### config.mk
export PLATFORM = sky130hd
export DESIGN_NAME = filt_iir_tdm_sched_flat
export DESIGN_NICKNAME = d
export VERILOG_FILES = /design/src/rtl/filt_iir_tdm_sched_if.sv /design/src/rtl/filt_iir_tdm_sched.sv /design/src/flat_wrapper.sv
export SDC_FILE = /design/constraint.sdc
export NUM_CORES = 1
export LEC_CHECK = 0
export ABC_AREA = 1
export CORE_UTILIZATION = 35
export DETAILED_ROUTE_END_ITERATION = 6
export PLACE_DENSITY_LB_ADDON = 0.05
export SYNTH_ARGS = -nofsm -noshare
export SYNTH_HDL_FRONTEND = slang
export SYNTH_SLANG_ARGS = --single-unit
### constraint.sdc
create_clock -name i_clk -period 6.35 [get_ports i_clk]
set_input_delay 0.635 -clock i_clk [delete_from_list [all_inputs] [get_ports i_clk]]
set_output_delay 0.635 -clock i_clk [all_outputs]
set_load 0.03 [all_outputs]
### src/rtl/filt_iir_tdm_sched_if.sv
// Core-side bus of the TDM scheduler: issued sample plus channel select out,
// core result back in. The scheduler is the master, the shared IIR core the slave.
interface filt_iir_tdm_sched_if #(
    parameter int gp_nr_ch     = 4,
    parameter int gp_inp_width = 8,
    parameter int gp_oup_width = 32
);
    localparam int CW = $clog2(gp_nr_ch);

    logic                    o_core_ena;
    logic [CW-1:0]           o_core_sel;
    logic [gp_inp_width-1:0] o_core_data;
    logic [gp_oup_width-1:0] i_core_data;

    modport master (
        output o_core_ena,
        output o_core_sel,
        output o_core_data,
        input  i_core_data
    );

    modport slave (
        input  o_core_ena,
        input  o_core_sel,
        input  o_core_data,
        output i_core_data
    );
endinterface

### src/rtl/filt_iir_tdm_sched.sv
// Round-robin TDM scheduler sharing one IIR core among gp_nr_ch sample streams.
// Optional macro FILT_IIR_TDM_STAT_EN adds per-channel saturating issue counters (o_stat).
module filt_iir_tdm_sched #(
    parameter int gp_nr_ch        = 4,
    parameter int gp_inp_width    = 8,
    parameter int gp_oup_width    = 32,
    parameter int gp_core_latency = 1
) (
    input  logic                             i_clk,
    input  logic                             i_rst_an,
    input  logic                             i_ena,
    input  logic [gp_nr_ch-1:0]              i_req,
    input  logic [gp_nr_ch*gp_inp_width-1:0] i_data,
    filt_iir_tdm_sched_if.master             core,
    output logic                             o_valid,
    output logic [$clog2(gp_nr_ch)-1:0]      o_ch,
    output logic [gp_oup_width-1:0]          o_data,
    output logic [gp_nr_ch-1:0]              o_ovf,
    output logic                             o_busy
`ifdef FILT_IIR_TDM_STAT_EN
    ,
    output logic [gp_nr_ch*16-1:0]           o_stat
`endif
);
    localparam int CW = $clog2(gp_nr_ch);
    localparam int DW = $clog2(gp_core_latency + 1);

    typedef enum logic [1:0] {
        ST_IDLE  = 2'd0,
        ST_RUN   = 2'd1,
        ST_DRAIN = 2'd2
    } state_t;

    typedef struct packed {
        logic          ena;
        logic [CW-1:0] sel;
    } tag_t;

    state_t                  state_q, state_d;
    logic [gp_nr_ch-1:0]     pend_q, pend_d;
    logic [gp_nr_ch-1:0]     ovf_q, ovf_d;
    logic [gp_inp_width-1:0] buf_q [gp_nr_ch];
    logic [gp_inp_width-1:0] buf_d [gp_nr_ch];
    logic [CW-1:0]           rr_ptr_q, rr_ptr_d;
    logic [DW-1:0]           drain_cnt_q, drain_cnt_d;
    tag_t                    tag_q [gp_core_latency];
    tag_t                    tag_d [gp_core_latency];
    logic                    core_ena_q, core_ena_d;
    logic [CW-1:0]           core_sel_q, core_sel_d;
    logic [gp_inp_width-1:0] core_data_q, core_data_d;
    logic                    valid_q, valid_d;
    logic [CW-1:0]           ch_q, ch_d;
    logic [gp_oup_width-1:0] data_q, data_d;

    logic                    grant_en;
    logic                    gnt_found;
    logic [CW-1:0]           gnt_ch;
    logic                    grant;
    logic                    in_flight;

    // Round-robin search over pend_q starting at rr_ptr_q, wrapping at gp_nr_ch-1.
    always_comb begin
        logic [CW:0]   sum;
        logic [CW-1:0] idx;
        sum       = '0;
        idx       = '0;
        gnt_found = 1'b0;
        gnt_ch    = '0;
        for (int i = 0; i < gp_nr_ch; i++) begin
            sum = {1'b0, rr_ptr_q} + (CW+1)'(i);
            if (sum >= (CW+1)'(gp_nr_ch)) begin
                sum = sum - (CW+1)'(gp_nr_ch);
            end
            idx = sum[CW-1:0];
            if (!gnt_found && pend_q[idx]) begin
                gnt_found = 1'b1;
                gnt_ch    = idx;
            end
        end
    end

    assign grant = grant_en && gnt_found;

    always_comb begin
        in_flight = core_ena_q;
        for (int i = 0; i < gp_core_latency; i++) begin
            in_flight = in_flight | tag_q[i].ena;
        end
    end

    // NOTE: every always_comb output gets a default first so no path can infer a latch.
    always_comb begin
        state_d     = state_q;
        drain_cnt_d = drain_cnt_q;
        grant_en    = 1'b0;
        case (state_q)
            ST_IDLE: begin
                // The first grant happens in the same clock that leaves IDLE.
                if (i_ena && (|pend_q)) begin
                    grant_en = 1'b1;
                    state_d  = ST_RUN;
                end
            end
            ST_RUN: begin
                if (!i_ena) begin
                    state_d     = ST_DRAIN;
                    drain_cnt_d = '0;
                end else if (|pend_q) begin
                    grant_en = 1'b1;
                end else if (in_flight) begin
                    state_d     = ST_DRAIN;
                    drain_cnt_d = '0;
                end else begin
                    state_d = ST_IDLE;
                end
            end
            ST_DRAIN: begin
                if (drain_cnt_q == DW'(gp_core_latency)) begin
                    state_d = (i_ena && (|pend_q)) ? ST_RUN : ST_IDLE;
                end else begin
                    drain_cnt_d = drain_cnt_q + 1'b1;
                end
            end
            default: state_d = ST_IDLE;
        endcase
    end

    always_comb begin
        pend_d      = pend_q;
        ovf_d       = ovf_q;
        buf_d       = buf_q;
        rr_ptr_d    = rr_ptr_q;
        core_ena_d  = grant;
        core_sel_d  = core_sel_q;
        core_data_d = core_data_q;

        if (grant) begin
            pend_d[gnt_ch] = 1'b0;
            rr_ptr_d       = (gnt_ch == CW'(gp_nr_ch - 1)) ? '0 : gnt_ch + 1'b1;
            core_sel_d     = gnt_ch;
            core_data_d    = buf_q[gnt_ch];
        end

        // A request on the channel being granted refills its buffer without overrun.
        for (int k = 0; k < gp_nr_ch; k++) begin
            if (i_req[k]) begin
                if (!pend_q[k] || (grant && (gnt_ch == CW'(k)))) begin
                    buf_d[k]  = i_data[k*gp_inp_width +: gp_inp_width];
                    pend_d[k] = 1'b1;
                end else begin
                    ovf_d[k] = 1'b1;
                end
            end
        end

        tag_d[0] = '{ena: core_ena_q, sel: core_sel_q};
        for (int i = 1; i < gp_core_latency; i++) begin
            tag_d[i] = tag_q[i-1];
        end

        valid_d = tag_q[gp_core_latency-1].ena;
        ch_d    = valid_d ? tag_q[gp_core_latency-1].sel : ch_q;
        data_d  = valid_d ? core.i_core_data : data_q;
    end

    // NOTE: sequential state is written only with non-blocking assignments.
    always_ff @(posedge i_clk or negedge i_rst_an) begin
        if (!i_rst_an) begin
            state_q     <= ST_IDLE;
            pend_q      <= '0;
            ovf_q       <= '0;
            rr_ptr_q    <= '0;
            drain_cnt_q <= '0;
            core_ena_q  <= 1'b0;
            core_sel_q  <= '0;
            core_data_q <= '0;
            valid_q     <= 1'b0;
            ch_q        <= '0;
            data_q      <= '0;
            // NOTE: the sample buffers and tag pipeline are reset so nothing in flight survives a reset.
            for (int k = 0; k < gp_nr_ch; k++) begin
                buf_q[k] <= '0;
            end
            for (int i = 0; i < gp_core_latency; i++) begin
                tag_q[i] <= '0;
            end
        end else begin
            state_q     <= state_d;
            pend_q      <= pend_d;
            ovf_q       <= ovf_d;
            rr_ptr_q    <= rr_ptr_d;
            drain_cnt_q <= drain_cnt_d;
            core_ena_q  <= core_ena_d;
            core_sel_q  <= core_sel_d;
            core_data_q <= core_data_d;
            valid_q     <= valid_d;
            ch_q        <= ch_d;
            data_q      <= data_d;
            buf_q       <= buf_d;
            tag_q       <= tag_d;
        end
    end

    assign core.o_core_ena  = core_ena_q;
    assign core.o_core_sel  = core_sel_q;
    assign core.o_core_data = core_data_q;
    assign o_valid          = valid_q;
    assign o_ch             = ch_q;
    assign o_data           = data_q;
    assign o_ovf            = ovf_q;
    assign o_busy           = (state_q == ST_RUN) || (state_q == ST_DRAIN);

`ifdef FILT_IIR_TDM_STAT_EN
    logic [15:0] stat_q [gp_nr_ch];
    logic [15:0] stat_d [gp_nr_ch];

    always_comb begin
        stat_d = stat_q;
        if (grant && (stat_q[gnt_ch] != 16'hFFFF)) begin
            stat_d[gnt_ch] = stat_q[gnt_ch] + 16'd1;
        end
    end

    always_ff @(posedge i_clk or negedge i_rst_an) begin
        if (!i_rst_an) begin
            for (int k = 0; k < gp_nr_ch; k++) begin
                stat_q[k] <= '0;
            end
        end else begin
            stat_q <= stat_d;
        end
    end

    always_comb begin
        o_stat = '0;
        for (int k = 0; k < gp_nr_ch; k++) begin
            o_stat[k*16 +: 16] = stat_q[k];
        end
    end
`endif
endmodule

### src/flat_wrapper.sv
// flat-port wrapper written by rule: the top's interface ports become plain ports
module filt_iir_tdm_sched_flat 
#(
    parameter int gp_nr_ch        = 4,
    parameter int gp_inp_width    = 8,
    parameter int gp_oup_width    = 32,
    parameter int gp_core_latency = 1
)
  (i_clk, i_rst_an, i_ena, i_req, i_data, o_valid, o_ch, o_data, o_ovf, o_busy, core_o_core_ena, core_o_core_sel, core_o_core_data, core_i_core_data);
  filt_iir_tdm_sched_if #(.gp_nr_ch(gp_nr_ch), .gp_inp_width(gp_inp_width), .gp_oup_width(gp_oup_width)) core_i ();
  input  logic i_clk;
  input  logic i_rst_an;
  input  logic i_ena;
  input  logic [gp_nr_ch-1:0] i_req;
  input  logic [gp_nr_ch*gp_inp_width-1:0] i_data;
  output logic o_valid;
  output logic [$clog2(gp_nr_ch)-1:0] o_ch;
  output logic [gp_oup_width-1:0] o_data;
  output logic [gp_nr_ch-1:0] o_ovf;
  output logic o_busy;
  output wire logic [$bits(core_i.o_core_ena)-1:0] core_o_core_ena;
  output wire logic [$bits(core_i.o_core_sel)-1:0] core_o_core_sel;
  output wire logic [$bits(core_i.o_core_data)-1:0] core_o_core_data;
  input wire logic [$bits(core_i.i_core_data)-1:0] core_i_core_data;
  assign core_o_core_ena = core_i.o_core_ena;
  assign core_o_core_sel = core_i.o_core_sel;
  assign core_o_core_data = core_i.o_core_data;
  assign core_i.i_core_data = core_i_core_data;
  filt_iir_tdm_sched #(.gp_nr_ch(gp_nr_ch), .gp_inp_width(gp_inp_width), .gp_oup_width(gp_oup_width), .gp_core_latency(gp_core_latency)) u_core (.i_clk(i_clk), .i_rst_an(i_rst_an), .i_ena(i_ena), .i_req(i_req), .i_data(i_data), .core(core_i), .o_valid(o_valid), .o_ch(o_ch), .o_data(o_data), .o_ovf(o_ovf), .o_busy(o_busy));
endmodule
==> run summary <==
status - complete, no violations
Worst Hold Class - in -> async
fin crit period - 2.947 ns
Iter 0 DRT Violations - 178
Clock Skew - 0.006726 ns
Worst R2R End - u_core.buf_q[19]
post-route DRC violation count - 0
worst slack at placement - 3.433 ns
DR top layer - met4
Final Max Tran Viols - 0
vias in the first global route - 3587
routed vias/inst - 4.658
Root Driver - clkbuf_16
crit-path max FO - 29
crit path capture type - flop
Slew @ Worst Pin - 0.9537 ns
RSZ-0062 raised after global routing - no
Syn Std Cell Area - 4303 um2
Ys Warns - 0
Mapped Cells - 518
Clock Sinks - 94
H-tree depth - 3
post-DR wirelength/cell - 13.14 um
Port Buf Inserts - 121
GR Util All Layers - 0.1742
GP Congestion - 0.8684
Placed Area - 5610 um2
Ant. Diodes - 0
routed wire length - 10340 um
initial core utilization - 0.3582
Yosys cell types - 32
largest net degree at the start of global routing - 50
FP Rows - 40
HPWL after DPL - 7549 um
largest area contributor in the netlist - dfrtp_1
Post-CTS Hold Fix Bufs - 0
Fill cells - 1199
total iterations of the first detailed-routing run - 4
count of final hold-check violations - 0
final setup TNS - 0 ns
die outline area - 12740 um2
top cell type's share of synthesized area - 0.5467
Post-synth EDFFs - 0
reg2reg path depth - 15
CP arrival - 3.22 ns
Routed met2 length - 4784 um
IO Count - 122
Design Area, Final - 5936 um2
register bit count reported by yosys - 94
Core Region - 12010 um2
startpoint types - flop
Leakage - 2.984 nW
post-CTS setup buffer count - 0
later-pin clock latency in the skew report - 0.35 ns
Min Hold Slack - 0.2860 ns
Syn-to-layout area delta - 37.95%
async set-reset flop share out of synthesis - 1.000
syn_nets - 594
final setup vio count - 0
ys flop type - dfrtp_1
grt total ovfl - 0
Critical-path top delay cell - dfrtp_1
Final Util - 0.4942
CTS max path bufs - 2
Max Clk Rate - 339.3 MHz
most frequent cell after synthesis - nand2_1
Tcrit/Tclk final - 0.4642
clock-pin slew on the worst setup and hold paths - 0.06 ns
Slew headroom - 0.3602
first-pass GRT wire length - 17220 um
Multi-input gate area - 1682 um2
worst endpoint required time - 6.62 ns
register area share after synthesis - 0.5467
Die Y - 112.9 um
syn_area_per_cell - 8.307 um2
via count - 3666
CTS tree - done
layout net count - 711
cts repair resizes - 0
number of CTS-inserted buffers - 9
Crit. Startpoint - u_core.rr_ptr_q[0]
Worst Setup Slack, final - 3.403 ns
ANT nets after route - 0
Worst R2R Start - u_core.rr_ptr_q[0]
r2r setup slk - 3.40 ns
VDD IR max - 0.1985 mV
initial antenna violation count - 0
slowest stage delay, CP - 0.57 ns
die width - 112.9 um
Reg area - 2352 um2
crit path cell chain - inv_2 -> nand2_1 -> nand2_2 -> nand2_1 -> nand2_2 -> a21oi_2 -> nand2_2 -> nand2_4 -> inv_1 -> ha_1 -> a21oi_1 -> inv_1 -> nand2_1 -> nor2_1 -> a21oi_1
top post-synthesis cells by area - dfrtp_1, nand2_1, nand3_1, inv_1, ha_1
pwr dens - 555.0 nW/um2
Setup crit end - u_core.buf_q[19]
most frequent cells after synthesis - nand2_1, dfrtp_1, nand3_1
met3 WL post-DR - 520 um
layout cells sized above 1 - 0.07969
max_cap viols - 0
Metal-1 WL - 4840 um
crit path kind - reg -> reg
layout make-up:
class                      count  area share
tap                          147     0.03099
timing repair buffer         124      0.2074
clock inverter                 5     0.01391
multi-input combinational    363      0.2833
inverter                      43     0.02719
clock buffer                  11     0.04089
sequential                    94      0.3963
sequential cells by signal (all words and copies together) (netlist names):
register and cells:
u_core.valid_d 1, u_core.o_ovf 4, u_core.o_valid 1, u_core.o_data 32, u_core.drain_cnt_q 1, u_core.core.o_core_ena 1
u_core.core.o_core_data 8, u_core.buf_q 32, u_core.tag_q 2, u_core.state_q 2, u_core.core.o_core_sel 2, u_core.pend_q 4
u_core.rr_ptr_q 2, u_core.o_ch 2
metal layers:
layer	vias to the layer above	track usage
met5	-	0
met4	0	0.09298
met3	17	0.03642
met2	112	0.2827
met1	1689	0.2193
li1	1848	-
power breakdown:
part	internal (mW)	leakage [nW]	switching (mW)	total, mW
combinational	0.609	1.69	1.08	1.69
sequential	0.864	1.13	0.156	1.02
clock	0.357	0.160	0.230	0.587
total	1.83	2.98	1.46	3.29
placed cells by master, fill, tap and decap left out, types with 2 or more instances in the layout:
cell / count
nand2_1: 240
inv_2: 7
nor2_1: 9
inv_1: 35
nand2_2: 8
clkbuf_16: 9
buf_4: 4
o21ai_0: 6
ha_1: 5
nand3_1: 47
clkinv_4: 2
o211ai_1: 4
nor2_2: 2
or2_1: 2
o21ai_1: 5
dfrtp_1: 94
clkdlybuf4s50_1: 120
bufinv_16: 2
nand2_4: 4
nand3b_1: 4
nand4_1: 2
a21oi_1: 11
nand3_2: 4
critical path, delay by kind of cell (launching register included):
family          cells  cell delay [ns]
flops               1             0.57
buf+inv             3             0.37
simple gates        8             1.20
fa+ha+maj           1             0.19
compound gates      3             0.53
logic make-up (layout without fill, tap and decap cells):
| kind of cell | after synthesis | count (layout) | share of synthesized area |
|---|---|---|---|
| adders and majority gates | 5 | 5 | 0.01454 |
| DFF | 94 | 94 | 0.5467 |
| AOI/OAI and AO/OA | 33 | 33 | 0.04914 |
| and+or+nand+nor | 325 | 325 | 0.3271 |
| buffers and inverters | 61 | 183 | 0.06252 |
through the flow:
step,power (mW),instances
finish,3.294,787
global route,3.548,787
CTS,3.319,787
detailed placement,2.721,771
global placement,2.687,771
floorplan,2.185,518
worst min path at each step:
stage	slack, ns	to	cells past startpoint	start
after detailed placement	0.40	u_core.valid_d	0	u_core.core.o_core_ena
after CTS	0.29	u_core.o_data[14]	1	i_rst_an
after floorplan	0.34	u_core.buf_q[0]	0	i_rst_an
after global routing	0.34	u_core.o_data[14]	1	i_rst_an
final	0.29	u_core.o_data[14]	1	i_rst_an
after global placement	0.39	u_core.tag_q[1]	0	u_core.core.o_core_sel[1]
Power figures use the tool's default switching activity.
